### config.mk
export PLATFORM = sky130hd
export DESIGN_NAME = drawctrl_fill
export DESIGN_NICKNAME = d
export VERILOG_FILES = /design/src/rtl/drawctrl_fill.sv
export SDC_FILE = /design/constraint.sdc
export NUM_CORES = 1
export LEC_CHECK = 0
export ABC_AREA = 1
export CORE_MARGIN = 3
export CORE_UTILIZATION = 42
export DETAILED_ROUTE_END_ITERATION = 16
export PLACE_DENSITY = 0.69
export SYNTH_ARGS = -nofsm -noshare
export SYNTH_HDL_FRONTEND = slang
export SYNTH_SLANG_ARGS = --single-unit
### constraint.sdc
create_clock -name CLK -period 8 [get_ports CLK]
set_clock_uncertainty 0.2 [all_clocks]
set_input_delay 1.6 -clock CLK [delete_from_list [all_inputs] [get_ports CLK]]
set_output_delay 1.6 -clock CLK [all_outputs]
set_load 0.005 [all_outputs]
### src/rtl/drawctrl_fill.sv
// rtl/drawctrl_fill.sv - rectangle fill engine writing packed 8-bit pixels into a 16-bit frame memory
// Optional completion interrupt: define DRAWCTRL_IRQ_EN.
module drawctrl_fill #(
    parameter int HRES     = 640,
    parameter int VRES     = 480,
    parameter int DISPSIZE = 153600
) (
    input  logic        CLK,
    input  logic        RST_N,
    input  logic [31:0] IO_Address,
    input  logic [31:0] IO_Write_Data,
    input  logic [3:0]  IO_Byte_Enable,
    input  logic        WR,
    output logic [31:0] RDATA,
    output logic [22:0] DMEMADDR,
    output logic [15:0] DMEMDOUT,
    output logic [1:0]  DMEMBE,
    output logic        DMEMREQ,
    input  logic        DMEMACK,
    output logic        IRQ
);
    typedef enum logic [2:0] {IDLE, SETUP, REQ, NEXT, FIN} state_t;

    localparam logic [11:0] HRES12     = 12'(HRES);
    localparam logic [11:0] VRES12     = 12'(VRES);
    localparam logic [22:0] PAGE_WORDS = 23'(DISPSIZE);
    localparam logic [22:0] ROW_WORDS  = 23'(HRES / 2);

    state_t      state, state_nx;
    logic [5:0]  page, l_page;
    logic [9:0]  x0;
    logic [8:0]  y0, y, ye;
    logic [10:0] w;
    logic [9:0]  h;
    logic [7:0]  color, l_color;
    logic [11:0] xs, xe, x, x_nx, x_step;
    logic [22:0] row_base;
    logic        f_empty, done, irqen;
    logic        we, start, ctrl_wr, in_req;
    logic [13:0] idx;
    logic [11:0] x_last, y_last, xe_clip, ye_clip;
    logic        empty;
    logic [1:0]  be_cur;
    logic        unused_bits;

    assign we      = WR & IO_Byte_Enable[0];
    assign idx     = IO_Address[15:2];
    assign ctrl_wr = we && (idx == 14'd4);
    assign start   = ctrl_wr && IO_Write_Data[0] && (state == IDLE);
    assign unused_bits = ^{IO_Address[31:16], IO_Address[1:0], IO_Byte_Enable[3:1],
                           IO_Write_Data[31:26], IO_Write_Data[15:11]};

    // Clip against the frame using the live registers; the result is latched at start
    assign x_last  = {2'b0, x0} + {1'b0, w} - 12'd1;
    assign y_last  = {3'b0, y0} + {2'b0, h} - 12'd1;
    assign xe_clip = (x_last > HRES12 - 12'd1) ? HRES12 - 12'd1 : x_last;
    assign ye_clip = (y_last > VRES12 - 12'd1) ? VRES12 - 12'd1 : y_last;
    assign empty   = (w == 11'd0) || (h == 10'd0) || ({2'b0, x0} >= HRES12) || ({3'b0, y0} >= VRES12);

    always_comb begin
        be_cur = 2'b01;
        x_step = 12'd1;
        if (x[0]) begin
            be_cur = 2'b10;
        end else if (x < xe) begin
            be_cur = 2'b11;
            x_step = 12'd2;
        end
    end
    assign x_nx = x + x_step;

    always_ff @(posedge CLK or negedge RST_N) begin
        if (!RST_N) state <= IDLE;
        else        state <= state_nx;
    end

    always_comb begin
        state_nx = state;
        case (state)
            IDLE:  if (start) state_nx = SETUP;
            SETUP: state_nx = f_empty ? FIN : REQ;
            REQ:   if (DMEMACK) state_nx = NEXT;
            NEXT: begin
                if (x_nx <= xe)   state_nx = REQ;
                else if (y == ye) state_nx = FIN;
                else              state_nx = SETUP;
            end
            FIN:   state_nx = IDLE;
            default: state_nx = IDLE;
        endcase
    end

    always_ff @(posedge CLK or negedge RST_N) begin
        if (!RST_N) begin
            page <= '0; x0 <= '0; y0 <= '0; w <= '0; h <= '0; color <= '0;
            l_page <= '0; l_color <= '0; xs <= '0; xe <= '0; ye <= '0;
            x <= '0; y <= '0; row_base <= '0; f_empty <= 1'b0; done <= 1'b0;
        end else begin
            if (we) begin
                case (idx)
                    14'd0: page <= IO_Write_Data[5:0];
                    14'd1: begin x0 <= IO_Write_Data[9:0]; y0 <= IO_Write_Data[24:16]; end
                    14'd2: begin w <= IO_Write_Data[10:0]; h <= IO_Write_Data[25:16]; end
                    14'd3: color <= IO_Write_Data[7:0];
                    default: ;
                endcase
            end
            // Completion wins over a simultaneous clear
            if (state == FIN)                    done <= 1'b1;
            else if (ctrl_wr && IO_Write_Data[1]) done <= 1'b0;
            if (start) begin
                l_page  <= page;
                l_color <= color;
                xs      <= {2'b0, x0};
                xe      <= xe_clip;
                ye      <= ye_clip[8:0];
                y       <= y0;
                f_empty <= empty;
            end
            if (state == SETUP) begin
                row_base <= {17'b0, l_page} * PAGE_WORDS + {14'b0, y} * ROW_WORDS;
                x        <= xs;
            end
            if (state == NEXT) begin
                x <= x_nx;
                if (state_nx == SETUP) y <= y + 9'd1;
            end
        end
    end

`ifdef DRAWCTRL_IRQ_EN
    always_ff @(posedge CLK or negedge RST_N) begin
        if (!RST_N) begin
            irqen <= 1'b0;
            IRQ   <= 1'b0;
        end else begin
            if (ctrl_wr) irqen <= IO_Write_Data[2];
            IRQ <= done & irqen;
        end
    end
`else
    assign irqen = 1'b0;
    assign IRQ   = 1'b0;
`endif

    // Request outputs are derived from state so reset clears them without a clock
    assign in_req   = (state == REQ);
    assign DMEMREQ  = in_req;
    assign DMEMADDR = in_req ? row_base + {12'b0, x[11:1]} : 23'd0;
    assign DMEMBE   = in_req ? be_cur : 2'b00;
    assign DMEMDOUT = in_req ? {l_color, l_color} : 16'd0;

    always_comb begin
        RDATA = 32'd0;
        case (idx)
            14'd0: RDATA = {26'b0, page};
            14'd1: RDATA = {7'b0, y0, 6'b0, x0};
            14'd2: RDATA = {6'b0, h, 5'b0, w};
            14'd3: RDATA = {24'b0, color};
            14'd4: RDATA = {29'b0, irqen, done, state != IDLE};
            default: RDATA = 32'd0;
        endcase
    end
endmodule

## Yosys cells after proc, flatten, opt, wreduce, memory -nomap -nowiden

Index checks and enable logic that the tools add are counted.

- Bits of input ports: 72
- Register bits: 148
- Word-level logic and storage cells: 85

- Order comparisons: 6
- Eq/ne operators: 10
- Multiply operators: 2
- Add/sub/neg operators: 8
- Reduce and logical (&&, ||, !) cells: 18
- Bitwise operators: 1
- Mux-type cells: 23

Operator list:

| kind | count |
|---|---|
| $pmux W26 S5 | 1 |
| $mux W12 | 4 |
| $mux W9 | 4 |
| $eq A14 B2 Y1 const B | 2 |
| $add A23 B11 Y23 | 1 |
| $add A23 B18 Y23 | 1 |
| $mux W23 | 1 |
| $mux W16 | 1 |
| $mux W3 | 5 |
| $eq A14 B1 Y1 const B | 1 |
| $eq A14 B3 Y1 const B | 1 |
| $logic_not A14 Y1 | 1 |
| $add A10 B11 Y12 | 1 |
| $add A12 B12 Y12 | 1 |
| $gt A12 B10 Y1 const B | 1 |
| $gt A12 B9 Y1 const B | 1 |
| $le A12 B12 Y1 | 1 |
| $lt A12 B12 Y1 | 1 |
| $mul A6 B7 Y12 const B | 1 |
| $mul A9 B3 Y12 const B | 1 |
| $pmux W3 S4 | 1 |
| $sub A11 B1 Y12 const B | 1 |
| $sub A12 B1 Y12 const B | 1 |
| $add A9 B10 Y11 | 1 |
| 18 further kinds | 33 |

## Longest topological paths before layout

- Depth after elaboration: 10
- Depth in mapped cells: 29
- Depth with buffers taken out: 28

## Worst setup path before layout

OpenSTA, ideal clock, no wires.

- Kind: input to output
- Start point: input IO_Address[13]
- End point: output RDATA[1]
- Arrival: 2.591 ns
- Stages: 8
- Path buffers: 1
- Slack: 3.609 ns
- Path through: nor2_1 -> nand3_2 -> nor2_1 -> nand2_1 -> clkbuf_1 -> o22ai_1 -> nor2_1 -> o21ai_0

- Longest elaborated chain between the ends: 2
- Elaborated cells between the ends (all ways): 6
- Classes of those cells: 4 x eq/ne; 1 x mux; 1 x reduce/logical

Ends and longest elaborated chain:

| what | RTL line | source |
|---|---|---|
| start, declared | 10 | `input logic [31:0] IO_Address,` |
| $eq A14 B3 Y1 (tied with other cells) | 155 | `case (idx)` |
| $pmux W26 S5 * | 155 |  |
| end, declared | 14 | `output logic [31:0] RDATA,` |

Every way passes the cells marked *; elsewhere a longest branch is shown, timed or not.

## Final worst setup path

- Start point: input IO_Address[9]
- End point: output RDATA[0]

Same word-level chain as after synthesis.

==> impl_metrics.json <==
{
  "synth_top_family_by_area": "simple AND/OR/NAND/NOR gates",
  "rows": 58,
  "cts_hold_buf": 0,
  "synth_area_per_cell_um2": 7.247,
  "maxCapViolations": 0,
  "clk_latency_ps": 430,
  "fill_cells": 2464,
  "worstHoldPathType": "reg -> reg",
  "grt_first_pass_wirelength_um": 46780,
  "final_hold_viol_count": 0,
  "required_ps": 6200,
  "drtIter0Drc": 685,
  "synth_seq_cells": 142,
  "crit_path_end": "RDATA[0]",
  "syn_to_final_growth_pct": 16.67,
  "wl_met2_um": 12190,
  "gr-total-overflow": 0,
  "cts.sink_count": 142,
  "drt-pass1-iter-count": 5,
  "synth_compound_area_frac": 0.1196,
  "core_um2": 25470,
  "dr.max_layer_used": "met4",
  "cts.htree.levels": 4,
  "grt_max_degree": 76,
  "synthMuxAreaShare": 0.002048,
  "wire_per_inst_um": 14.27,
  "root_buffer": "clkbuf_16",
  "n_antenna_cell": 0,
  "die_x_um": 167.8,
  "vias": 9839,
  "synth_area_um2": 10990,
  "drcViolationCount": 0,
  "ir_drop_mv": 0.1403,
  "dpl.cell_count": 1910,
  "r2r_start": "x[7]",
  "synth_xor_area_frac": 0.03426,
  "grt_use_total": 0.1997,
  "rsz0062_at_grt": "no",
  "synth_ff_type": "dfrtp_1",
  "fin_crit_ps": 6022,
  "grt_pass1_vias": 9556,
  "cp_num_cells": 9,
  "path_max_fanout": 21,
  "antenna_found_initial": 0,
  "max_clock_freq_ghz": 0.1661,
  "final_cell_mix": "nand2_1 (358), inv_1 (288), dfrtp_1 (142), nor2_1 (120), ha_1 (114)",
  "syn_inst": 1517,
  "arrival_ps": 4220,
  "async_reset_ff_frac": 1.000,
  "setup-tns-final_ps": 0,
  "crit_path_start": "IO_Address[9]",
  "drive_above_1_share": 0.05273,
  "yosys.area_share.adder": 0.1479,
  "multi_input_area_um2": 6032,
  "crit_slowest_cell": "nand2_1",
  "relSlewSlack": 0.2137,
  "num_io_pins": 147,
  "synth_edf_count": 0,
  "met1Wirelength_um": 13390,
  "port_buffers": 102,
  "crit_chain": "clkdlybuf4s50_1 > nor2_1 > nand2_2 > nor3_1 > nand2_1 > o22ai_1 > nor2_1 > o21ai_0 > clkdlybuf4s50_1",
  "r2r_cells": 22,
  "holdWs_ps": 278.6,
  "cellLeakagePower_nw": 6.597,
  "clk_pin_slew_ps": 60,
  "synth-simple-area-share": 0.2402,
  "p_per_area_nw_per_um2": 129.9,
  "outcome": "finished, final reports clean",
  "cts_max_path_buffers": 2,
  "synth_seq_area_share": 0.3232,
  "place_hpwl_um": 21200,
  "post_cts_buffers": 0,
  "synth_cell_type_count": 45,
  "layout.nets": 1795,
  "endpoint_kind": "output port",
  "cts_made_buffers": 17,
  "worst_slew_pin_slew_ps": 1178,
  "critical_path_buf_inv_count": 2,
  "start_kind": "primary input",
  "layout_commonest_cell": "nand2_1",
  "wl_met3_um": 1734,
  "die-area_um2": 28150,
  "totalWireLength_um": 27710,
  "yosysWarnings": 0,
  "seqCellArea_um2": 3553,
  "die_h_um": 167.8,
  "cts_resized": 0,
  "finalSetupViolations": 0,
  "tritoncts": "yes",
  "start_util": 0.4316,
  "report.power.total_w": 0.001667,
  "r2r_slack_ps": 3410,
  "timing.final.crit_share": 0.7527,
  "path_delay_family": "simple AND/OR/NAND/NOR gates",
  "fin_cells": 1942,
  "place.gp.congestion": 0.8741,
  "cp_slowest_stage_delay_ps": 560,
  "path_class": "in -> out",
  "r2r_end": "y[7]",
  "avgViaCountPerCell": 5.066,
  "finalMaxSlewViolations": 0,
  "final_antenna_net_count": 0
}
[cell families after synthesis]
family                   count (synthesis)
AND/OR/NAND/NOR                        625
AO/OA/AOI/OAI                          230
other                                    1
adder cells (fa/ha/maj)                124
buffers and inverters                  350
XOR/XNOR                                43
multiplexers                             2
flip-flops                             142
[layer usage]
metal,vias to the layer above,GRT usage
li1,4970,-
met1,4560,0.2871
met2,282,0.3138
met3,27,0.03545
met4,0,0.04945
met5,-,0
[worst min-delay path, stage by stage (launching register included)]
cell and delay [ps]:
dfrtp_1 350, nand2_1 50, nand2_1 40
[report_power, final]
part / switching, W / internal [W] / total [W]
sequential: 0.000000288 / 0.000719 / 0.000719
combinational: 0.0000301 / 0.0000209 / 0.0000510
clock: 0.000325 / 0.000571 / 0.000897
total: 0.000356 / 0.00131 / 0.00167
[per-stage QoR]
| stage | instance area [um^2] | utilization | setup WS [ps] |
|---|---|---|---|
| finish | 12830 | 0.5036 | 1978 |
| global route | 12830 | 0.5036 | 1707 |
| CTS | 12830 | 0.5036 | 2015 |
| detailed placement | 12170 | 0.4776 | 2042 |
| global placement | 12170 | 0.4776 | 2086 |
| floorplan | 11040 | - | 3609 |
[Yosys cell counts (all sizes together) (15+ instances only)]
cell / instances / area (um^2)
xor2: 26 / 227.7
inv: 295 / 1107
ha: 114 / 1426
o21ai: 133 / 714.4
buf: 40 / 290.3
o22ai: 21 / 131.4
clkbuf: 15 / 57.55
nand2: 364 / 1379
dfrtp: 142 / 3553
xnor2: 17 / 148.9
nor2: 128 / 498.0
nand4: 22 / 143.9
nand3: 76 / 385.4
a21oi: 45 / 229.0
nor3: 18 / 111.4
[worst min-delay path by stage]
| stage | start | to | slack, ps | cells after the start |
|---|---|---|---|---|
| 5_1_grt | x0[5] | x0[5] | 310 | 2 |
| 3_3_place_gp | row_base[10] | row_base[10] | 260 | 2 |
| 6_report | row_base[8] | row_base[8] | 280 | 2 |
| 4_1_cts | x0[0] | x0[0] | 290 | 2 |
| 3_5_place_dp | x0[0] | x0[0] | 270 | 2 |
| 2_1_floorplan | row_base[10] | row_base[10] | 250 | 2 |
[flip-flops by register name, summed over array words and instances, names as in the netlist, 10 cells and up]
register  cells
x            12
xs           10
x0           10
w            11
h            10
xe           12
row_base     17
[layout make-up]
class / count / area share
tap: 330 / 0.03219
timing repair buffer: 107 / 0.08262
clock inverter: 13 / 0.01629
inverter: 295 / 0.08632
multi-input combinational: 1036 / 0.4703
sequential: 142 / 0.2770
clock buffer: 19 / 0.03531
Note: power is estimated with default switching activity, not from simulation.
==> RTL change 1: new RTL, same settings <==
Build with the macro `DRAWCTRL_IRQ_EN` defined.
--- a/src/rtl/drawctrl_fill.sv
+++ b/src/rtl/drawctrl_fill.sv
@@ -1,5 +1,7 @@
 // rtl/drawctrl_fill.sv - rectangle fill engine writing packed 8-bit pixels into a 16-bit frame memory
 // Optional completion interrupt: define DRAWCTRL_IRQ_EN.
+`define DRAWCTRL_IRQ_EN
+
 module drawctrl_fill #(
     parameter int HRES     = 640,
     parameter int VRES     = 480,
Function: changed (a bounded check fails within 4 cycles, from zero or initial values and one cycle with RST_N low).
==> RTL change 1 against the unedited design <==
Sequential cell count grew 2; total power decreased by 5.8%; design area fell by 0.45%; register-to-register slack worse by 430 ps; wire length decreased by 1.6%; non-clock buffer count down 1; largest power group unchanged; count of clock-buffer cells in the layout decreased by 2; final cell count rose by 0.88%; via count is 0.80% lower; combinational power shrank 2%; worst setup slack better by 390 ps; area after synthesis shrank 0.20%.
==> RTL change 1: results (changes against the unedited design) <==
| Metric | Value |
|---|---|
| Total track usage | 0.1955 (-0.004220) |
| Met3 usage | 0.04273 (+0.007275) |
| Fin nets | 1812 (+0.95%) |
| Slowest-stage cell, CP | clkdlybuf4s50_1 |
| Vias in the first global route | 9194 (-3.8%) |
| Largest net degree at the start of global routing | 74 (-2.6%) |
| DP Area | 12190 µm² (+0.18%) |
| WL met2 | 11.99 mm (-1.7%) |
| Yosys top cell area share | 0.3284 (+0.005225) |
| FILL cells | 2515 (+2.1%) |
| Top cells by count, synth | nand2_1, inv_1, dfrtp_1 |
| Vias per inst | 4.982 (-1.7%) |
| Layout cells sized above 1 | 0.04174 (-0.01099) |
| LEAKAGE | 0.006629 µW (+0.49%) |
| Worst rel slew slack | 0.2159 (+0.002213) |
| M1 WL | 13.30 mm (-0.65%) |
| Detailed Route Iter0 Violations | 559 (-18%) |
| Hold_sp | xe[10]$_DFFE_PN0P_ |
| HPWL Detailed | 21.09 mm (-0.51%) |
| Max IR drop VDD | 0.0001204 V (-14%) |
| Outcome | finished clean |
| Port bufs | 103 (+0.98%) |
| Post-synthesis sequential area ratio | 0.3284 (+0.005225) |
| Global-route met1 utilization | 0.2787 (-0.008437) |
| Start point of the critical path | IO_Address[11] |
| Crit-path max FO | 18 (-14%) |
| WL met3 | 1.692 mm (-2.4%) |
| Count of different cell masters after synthesis | 42 (-6.7%) |
==> RTL change 1: path summary, 6_finish.rpt <==
kind | end | slack [ps] | cells past startpoint
min reg2reg | xe[10]$_DFFE_PN0P_ | 270 | 2
max reg2reg | y[4]$_DFF_PN0_ | 2980 | 24
min in group asynchronous | xs[6]$_DFFE_PN0P_ | 990 | 1
max in group asynchronous | xe[3]$_DFFE_PN0P_ | 5260 | 2
max | RDATA[3] | 2360 | 9
min | xe[10]$_DFFE_PN0P_ | 270 | 2
==> RTL change 1: power breakdown <==
part | total, µW | internal, µW | leakage (µW) | switching (µW)
clock | 792 | 439 | 0.000285 | 353
sequential | 728 | 728 | 0.00188 | 0.264
combinational | 50.2 | 20.9 | 0.00447 | 29.3
==> RTL change 1: area by class of cell <==
cell class / count / share of cell area
Multi-Input combinational cell: 1044 / 0.4683
Timing Repair Buffer: 106 / 0.08260
Clock inverter: 15 / 0.01225
Clock buffer: 17 / 0.03331
Tap cell: 330 / 0.03233
Sequential cell: 144 / 0.2822
Inverter: 303 / 0.08907
==> RTL change 1: logic make-up (layout without fill, tap and decap cells) <==
kind of cell    count (synthesis)  in the layout  share of synthesized area
flops                         144            144                     0.3284
simple gates                  634            634                     0.2452
fa+ha+maj                     124            124                     0.1482
buf+inv                       355            441                     0.1302
other cells                     1             11                  0.0003418
xor+xnor                       39             39                    0.03113
compound gates                236            236                     0.1164
==> RTL change 1: stage by stage <==
stage,power (µW),instances,setup slack (ps),utilization
6_report,1570,1959,2365,0.5028
5_1_grt,1616,1959,2245,0.5028
4_1_cts,1580,1959,2386,0.5028
3_5_place_dp,793.6,1927,2387,0.4799
3_3_place_gp,793.0,1927,2408,0.4799
2_1_floorplan,759.1,1543,3675,-
==> RTL change 2: new RTL, same flow settings <==
Without the edit above. The parameter `DISPSIZE` goes from 153600 to 131072.
--- a/src/rtl/drawctrl_fill.sv
+++ b/src/rtl/drawctrl_fill.sv
@@ -3,7 +3,7 @@
 module drawctrl_fill #(
     parameter int HRES     = 640,
     parameter int VRES     = 480,
-    parameter int DISPSIZE = 153600
+    parameter int DISPSIZE = 131072
 ) (
     input  logic        CLK,
     input  logic        RST_N,
Check against the original RTL: not equivalent (a bounded check fails within 10 cycles, from zero or initial values and one cycle with RST_N low).
==> RTL change 2 against the unedited design <==
Sequential cell count is the same; worst setup slack gained 30 ps; wire length shrank 8.1%; non-clock buffer count is the same; register-to-register slack lost 570 ps; area after synthesis shrank 10%; largest cell class unchanged; design area shrank 8.7%; final cell count shrank 8.5%; total power shrank 2.3%; highest routed layer unchanged.
==> RTL change 2: results (changes against the unedited design) <==
| Metric | Value |
|---|---|
| Outcome | finished clean |
| Count of different cell masters after synthesis | 45 (unchanged) |
| Reg-to-reg slack, setup | 2840 ps (-570 ps) |
| Layout cells sized above 1 | 0.04446 (-0.008270) |
| Top flop regs | row_base x17, x x12, xe x12 |
| Least-Margin Pin Slew | 941.9 ps (-236.4 ps) |
| Synth Flop Type | dfrtp_1 |
| Post-CTS Resized | 0 (unchanged) |
| Clk slew on worst S/H paths | 60 ps (about the same) |
| H-tree Lvls | 4 (unchanged) |
| HPWL Detailed | 19.23 mm (-9.3%) |
| Post-CTS Setup Repair Bufs | 0 (unchanged) |
| Hold Path Class | reg -> reg |
| Ys Warns | 0 (unchanged) |
| Port bufs | 102 (unchanged) |
| Arrival time worst endpoint | 4190 ps (-30 ps) |
| Largest net degree at the start of global routing | 75 (-1.3%) |
| Drt first pass iters | 6 (+1) |
| Asr flop ratio synth | 1.000 (unchanged) |
| CTS Buffer Depth | 2 (unchanged) |
| Vias in the first global route | 8476 (-11%) |
| Detailed Route Iter0 Violations | 694 (+1.3%) |
| Synth top area cells | dfrtp_1, nand2_1, ha_1, inv_1, o21ai_0 |
| Inserted Clock Buffers | 17 (unchanged) |
| Clock latency on the worst-skew pair | 420 ps |
| Max IR drop VDD | 0.0001421 V (+1.3%) |
| Via count | 8954 (-9.0%) |
| Crit-path max FO | 19 (-9.5%) |
| Total track usage | 0.2024 (+0.002615) |
| LEAKAGE | 0.005876 µW (-11%) |
| Fin nets | 1610 (-10%) |
| Post-synthesis sequential area ratio | 0.3601 (+0.03693) |
| Routability cong. | 0.8716 (-0.29%) |
| Initial antenna violation count | 1 (+1) |
| Root buffer cell | clkbuf_16 |
| Top cells by count, synth | nand2_1, inv_1, dfrtp_1 |
| WL/cell | 14.33 µm (+0.44%) |
| First-pass GRT wire length | 42.38 mm (-9.4%) |
| FILL cells | 2324 (-5.7%) |
==> RTL change 2: changes by cell type after synthesis, moves of 11 or more <==
cell / unedited run / this run
nand3_1: 75 / 86
o21ai_1: 46 / 21
o21ai_0: 74 / 104
nor2_1: 121 / 95
ha_1: 114 / 85
nand2_1: 359 / 343
inv_1: 288 / 246
o21ai_2: 13 / 1
==> RTL change 2: cell type report <==
class / instances / area share
Timing Repair Buffer: 107 / 0.09049
Antenna cell: 1 / 0.0002137
Clock inverter: 12 / 0.01560
Clock buffer: 20 / 0.03900
Inverter: 252 / 0.08077
Tap cell: 313 / 0.03344
Sequential cell: 142 / 0.3034
Multi-Input combinational cell: 929 / 0.4371
==> RTL change 2: cell families after synthesis <==
group	Yosys count	share of synthesized area
fa+ha+maj	89	0.1159
flops	142	0.3601
other cells	1	0.0003801
xor+xnor	34	0.03018
compound gates	218	0.1200
buf+inv	303	0.1253
simple gates	576	0.2482
==> RTL change 2: worst max-delay path, stage by stage <==
cell,delay (ps)
clkdlybuf4s50_1,410
or2_2,340
nor3_1,200
nand2_1,510
o22ai_1,310
a21oi_1,70
o21ai_0,160
clkdlybuf4s50_1,590
==> RTL change 2: power by group <==
part | total, µW | internal [µW] | switching (µW)
combinational | 50.5 | 20.7 | 29.8
clock | 859 | 541 | 318
sequential | 719 | 719 | 0.292
==> RTL change 2: through the flow <==
stage | std cells | cell area, µm² | worst slack, ps | hold WS (ps)
floorplan | 1374 | 9908 | 3503 | 236.1
global placement | 1743 | 11070 | 2141 | 251.7
finish | 1776 | 11710 | 2009 | 276.7
detailed placement | 1743 | 11070 | 2049 | 254.4
CTS | 1775 | 11710 | 2022 | 274.7
global route | 1776 | 11710 | 1784 | 306.7
==> RTL change 2: metal layers <==
metal  part of all wire  global-route usage  wire length (µm)  vias up
met4              0.017             0.05969               421        0
met2               0.44              0.3134             11200      300
met3              0.068             0.03850              1742       36
met5                  0                   0                 0        -
met1               0.47              0.2890             12080     4130
li1                   -                   -                 -     4488
==> RTL change 2: worst paths after layout <==
check                                   start                       end  depth (start not counted)
max                             IO_Address[5]                  RDATA[3]                          8
min                        xe[11]$_DFFE_PN0P_        xe[11]$_DFFE_PN0P_                          2
max reg2reg                  x[7]$_DFFE_PN0P_            y[7]$_DFF_PN0_                         24
min reg2reg                xe[11]$_DFFE_PN0P_        xe[11]$_DFFE_PN0P_                          2
max in group asynchronous               RST_N         x0[7]$_DFFE_PN0P_                          2
min in group asynchronous               RST_N  row_base[16]$_DFFE_PN0N_                          1
